### src/rtl/argo_chan_reader.sv
// argo_chan_reader: drains an argo_fifo channel into a registered valid/ready stream.
// Optional transfer counter enabled by defining ARGO_CHAN_READER_COUNT_EN.
module argo_chan_reader #(
    parameter int unsigned DATA_WIDTH = 32,
    parameter int unsigned CNT_WIDTH  = 32
) (
    input  logic                  clk,
    input  logic                  rst,
    input  logic                  fifo_empty,
    output logic                  fifo_rd_en,
    input  logic [DATA_WIDTH-1:0] fifo_rd_data,
    output logic                  out_valid,
    output logic [DATA_WIDTH-1:0] out_data,
    input  logic                  out_ready
`ifdef ARGO_CHAN_READER_COUNT_EN
    ,
    output logic [CNT_WIDTH-1:0]  xfer_count
`endif
);

    // State encoding doubles as the buffer occupancy count.
    localparam logic [1:0] S_EMPTY = 2'd0;
    localparam logic [1:0] S_ONE   = 2'd1;
    localparam logic [1:0] S_TWO   = 2'd2;

    if (DATA_WIDTH == 0 || CNT_WIDTH == 0) begin : g_bad_param
        $error("argo_chan_reader: DATA_WIDTH and CNT_WIDTH must be non-zero");
    end

    logic [1:0]            state;
    logic [1:0]            state_next;
    logic                  inflight;
    logic [DATA_WIDTH-1:0] ent1;
    logic [DATA_WIDTH-1:0] head_next;
    logic [DATA_WIDTH-1:0] ent1_next;
    logic                  pop;
    logic                  push;
    logic [2:0]            level;

    assign pop  = out_valid & out_ready;
    assign push = inflight;

    // Occupancy after this edge if no new read were issued.
    assign level = 3'(state) + 3'(inflight) - 3'(pop);

    assign fifo_rd_en = rst & ~fifo_empty & (level < 3'd2);

    always_ff @(posedge clk or negedge rst) begin
        if (!rst) begin
            state     <= S_EMPTY;
            inflight  <= 1'b0;
            out_valid <= 1'b0;
            out_data  <= '0;
            ent1      <= '0;
        end else begin
            state     <= state_next;
            inflight  <= fifo_rd_en;
            out_valid <= (state_next != S_EMPTY);
            out_data  <= head_next;
            ent1      <= ent1_next;
        end
    end

    // Next-state and buffer datapath; out_data is the head entry.
    always_comb begin
        state_next = state;
        head_next  = out_data;
        ent1_next  = ent1;
        case (state)
            S_EMPTY: begin
                if (push) begin
                    head_next  = fifo_rd_data;
                    state_next = S_ONE;
                end
            end
            S_ONE: begin
                case ({push, pop})
                    2'b11: head_next = fifo_rd_data;
                    2'b10: begin
                        ent1_next  = fifo_rd_data;
                        state_next = S_TWO;
                    end
                    2'b01: state_next = S_EMPTY;
                    default: ;
                endcase
            end
            S_TWO: begin
                // push without pop cannot occur here: issue is gated at occupancy 2
                if (pop) begin
                    head_next = ent1;
                    if (push) begin
                        ent1_next = fifo_rd_data;
                    end else begin
                        state_next = S_ONE;
                    end
                end
            end
            default: state_next = S_EMPTY;
        endcase
    end

`ifdef ARGO_CHAN_READER_COUNT_EN
    always_ff @(posedge clk or negedge rst) begin
        if (!rst) begin
            xfer_count <= '0;
        end else if (pop) begin
            xfer_count <= xfer_count + CNT_WIDTH'(1);
        end
    end
`endif

endmodule

### config.mk
export PLATFORM = sky130hd
export DESIGN_NAME = argo_chan_reader
export DESIGN_NICKNAME = d
export VERILOG_FILES = /design/src/rtl/argo_chan_reader.sv
export SDC_FILE = /design/constraint.sdc
export NUM_CORES = 1
export LEC_CHECK = 0
export CAP_MARGIN = 25
export CELL_PAD_IN_SITES_DETAIL_PLACEMENT = 0
export CELL_PAD_IN_SITES_GLOBAL_PLACEMENT = 1
export CORE_AREA = 10 10 96 98
export CTS_CLUSTER_SIZE = 12
export DETAILED_ROUTE_END_ITERATION = 7
export DIE_AREA = 0 0 106 108
export GPL_TIMING_DRIVEN = 1
export PLACE_DENSITY = 0.89
export SYNTH_ARGS = -nofsm -noshare
export SYNTH_HDL_FRONTEND = slang
export SYNTH_SLANG_ARGS = --single-unit
### constraint.sdc
create_clock -name clk -period 6.1 [get_ports clk]
set_input_delay 1.83 -clock clk [delete_from_list [all_inputs] [get_ports clk]]
set_output_delay 1.83 -clock clk [all_outputs]
set_load 0.05 [all_outputs]
==> flow_metrics.py <==
metrics = {
    "outcome": {
        "status": "complete, no violations",
    },
    "clock_tree": {
        "clk_pin_slew_ps": 70,
        "cts_hold_buf": 0,
        "ctsRootBufferMaster": "clkbuf_8",
        "htreeDepth": 3,
        "worstSkewPairLatency_ps": 330,
        "ctsResizeCount": 0,
        "cts_setup_buffers": 0,
        "cts_buffers": 9,
        "cts_tree": "yes",
        "cts_buffer_depth": 2,
        "clkSinkCount": 68,
    },
    "power_and_ir_drop": {
        "peakVddDrop_mv": 0.296,
        "p_leak_nw": 1.75,
        "power_density_nw_per_um2": 565,
    },
    "die": {
        "die_area_sq_um": 11400,
        "core_area_sq_um": 7450,
        "dieWidth_microns": 106,
        "io_pins": 70,
        "initial_core_util_pct": 43.4,
        "die-height_microns": 108,
        "rows": 32,
    },
    "global_routing": {
        "grt_pass1_wl_microns": 10600,
        "grt-ovfl-total": 0,
        "grt_antenna_before_repair": 0,
        "track_usage_pct": 11.4,
        "grt_max_degree": 69,
        "grt_pass1_vias": 2085,
    },
    "detailed_routing": {
        "dr_total_vias": 1859,
        "drtIter0Drc": 48,
        "ant_nets": 0,
        "first_pass_iters": 4,
        "drc_errors": 0,
        "wl_per_cell_microns": 16.7,
        "routed_wirelength_microns": 6320,
        "vias_per_cell": 4.91,
    },
    "critical_path": {
        "rrSetupSlack_ps": 3640,
        "crit_end": "fifo_rd_en",
        "r2r-end": "out_data[23]$_DFFE_PN0P_",
        "cp_num_cells": 8,
        "worst_setup_path_end_kind": "primary output",
        "critPathTopFamily": "buffers and inverters",
        "max_stage_delay_ps": 520,
        "critical_path_class": "input pin to primary output",
        "reg2reg_depth": 4,
        "timing.rr.start": "state[1]$_DFF_PN0_",
        "crit_fanout": 4,
        "cp.required_ps": 4270,
        "crit_chain": "clkdlybuf4s50_1, nand2_1, ha_1, nand2b_1, fa_1, xor2_1, nor3_1, buf_12",
        "path_buf_inv": 2,
        "critPathLaunchType": "input pin",
        "crit_start": "out_ready",
        "cp.arrival_ps": 4090,
        "crit_slowest_cell": "clkdlybuf4s50_1",
    },
    "sta": {
        "maxSlewHeadroom_pct": 35.3,
        "clock_skew_ps": 7.93,
        "worstMarginPinSlew_ps": 965,
        "period_share_pct": 97.1,
        "max_freq_mhz": 169,
        "fin_hold_ws_ps": 501,
        "rsz0062_at_grt": "false",
        "min_period_ps": 5920,
        "hold_viol_final": 0,
        "fin_tns_setup_ps": 0,
        "maxSlewViolCount": 0,
        "setup_viol": 0,
    },
    "worst_hold_path": {
        "hold_start": "ent1[25]$_DFFE_PN0P_",
        "hold_class": "register to register",
    },
    "synth": {
        "muxShareOfSynthArea_pct": 38.0,
        "ys_types": 26,
        "synth_xor_area_share_pct": 0.271,
        "ys_ff_latch": 68,
        "netlist_instances": 200,
        "synth_largest_area_cell": "dfrtp_1",
        "synthAdderAreaFrac_pct": 1.01,
        "synth_compound_area_share_pct": 1.55,
        "synth_nets": 238,
        "ys_seq_area_share_pct": 52.6,
        "synthSimpleGateAreaFrac_pct": 2.32,
        "synth_area_sq_um": 3230,
        "syn_area_per_cell_sq_um": 16.2,
        "synth_top_family_by_area": "multiplexers",
        "yosys_warnings": 0,
        "synth_top_area_share_pct": 52.6,
        "synth_area_leaders": "dfrtp_1 53%, mux2_2 23%, mux2_4 14%",
    },
    "layout": {
        "antennaDiodeCount": 0,
        "area_delta_synth_final_pct": 28.8,
        "drive_gt1_share_pct": 44.0,
        "nets": 310,
    },
    "placed_design": {
        "port_buffers": 69,
        "dp_hpwl_microns": 4300,
        "gp_congestion": 0.726,
    },
    "run": {
        "drv_cap": 0,
    },
}
registers in the layout, indices dropped and copies added, names as in the netlist:
register	cells
ent1	32
state	2
out_data	32
out_valid	1
inflight	1
cells by family after synthesis:
family,count (synthesis)
muxes,98
DFF,68
and+or+nand+nor,13
buffers and inverters,12
AOI/OAI and AO/OA,6
adders and majority gates,2
xor gates and xnor gates,1
how the worst min path moves through the flow:
stage	end	slack (ps)	cells after the start
floorplan	ent1[25]$_DFFE_PN0P_	450	1
global placement	ent1[25]$_DFFE_PN0P_	460	1
detailed placement	ent1[29]$_DFFE_PN0P_	490	1
CTS	ent1[4]$_DFFE_PN0P_	510	1
global route	ent1[25]$_DFFE_PN0P_	520	1
finish	ent1[25]$_DFFE_PN0P_	500	1
Yosys cell counts:
library cell,n
dfrtp_1,68
mux2_2,66
mux2_4,30
buf_6,4
buf_12,3
buf_4,3
nand2_1,3
buf_2,2
nand2b_1,2
nor3_1,2
o21ai_0,2
a21oi_1,1
fa_1,1
ha_1,1
mux2_1,1
mux2i_4,1
nand3_1,1
nand4_1,1
nand4b_1,1
nor2_1,1
nor2b_1,1
o211ai_4,1
o21bai_1,1
o22ai_1,1
or3b_4,1
xor2_1,1
metal layers:
metal / vias up / routed length (microns) / global-route usage, %
met5: - / 0 / 0
met4: 0 / 58 / 4.06
met3: 6 / 368 / 4.16
met2: 43 / 2920 / 17.6
met1: 950 / 2970 / 14.6
li1: 860 / - / -
through the flow:
stage / total power [W] / setup WS [ps] / area (sq um) / std cells / util, %
after detailed placement: 0.00203 / 168 / 3950 / 362 / 53.0
after floorplan: 0.00169 / 262 / 3230 / 200 / -
after CTS: 0.00238 / 162 / 4140 / 378 / 55.5
after global routing: 0.00248 / 53.1 / 4160 / 379 / 55.9
after global placement: 0.00200 / 261 / 3950 / 362 / 53.0
final: 0.00235 / 178 / 4160 / 379 / 55.9
final cells by class:
cell class,count,area [sq um]
Timing Repair Buffer,73,746
Clock inverter,4,22.5
Tap cell,102,128
Fill cell,643,3280
Sequential cell,68,1700
Clock buffer,12,165
Multi-Input combinational cell,120,1400
power by group:
group	internal, W	switching (W)
sequential	0.000676	0.000132
clock	0.000179	0.000164
combinational	0.000564	0.000636
cell usage in the layout (no fill, tap or decap), drive strengths merged, types with 2 or more instances in the layout:
cell type      netlist  layout
buf                 12       6
clkbuf               0      12
clkdlybuf4s50        0      67
clkinv               0       3
dfrtp               68      68
mux2                97      97
nand2                3       3
nand2b               2       2
nor3                 2       2
o21ai                2       2
(Power assumes the default switching activity.)
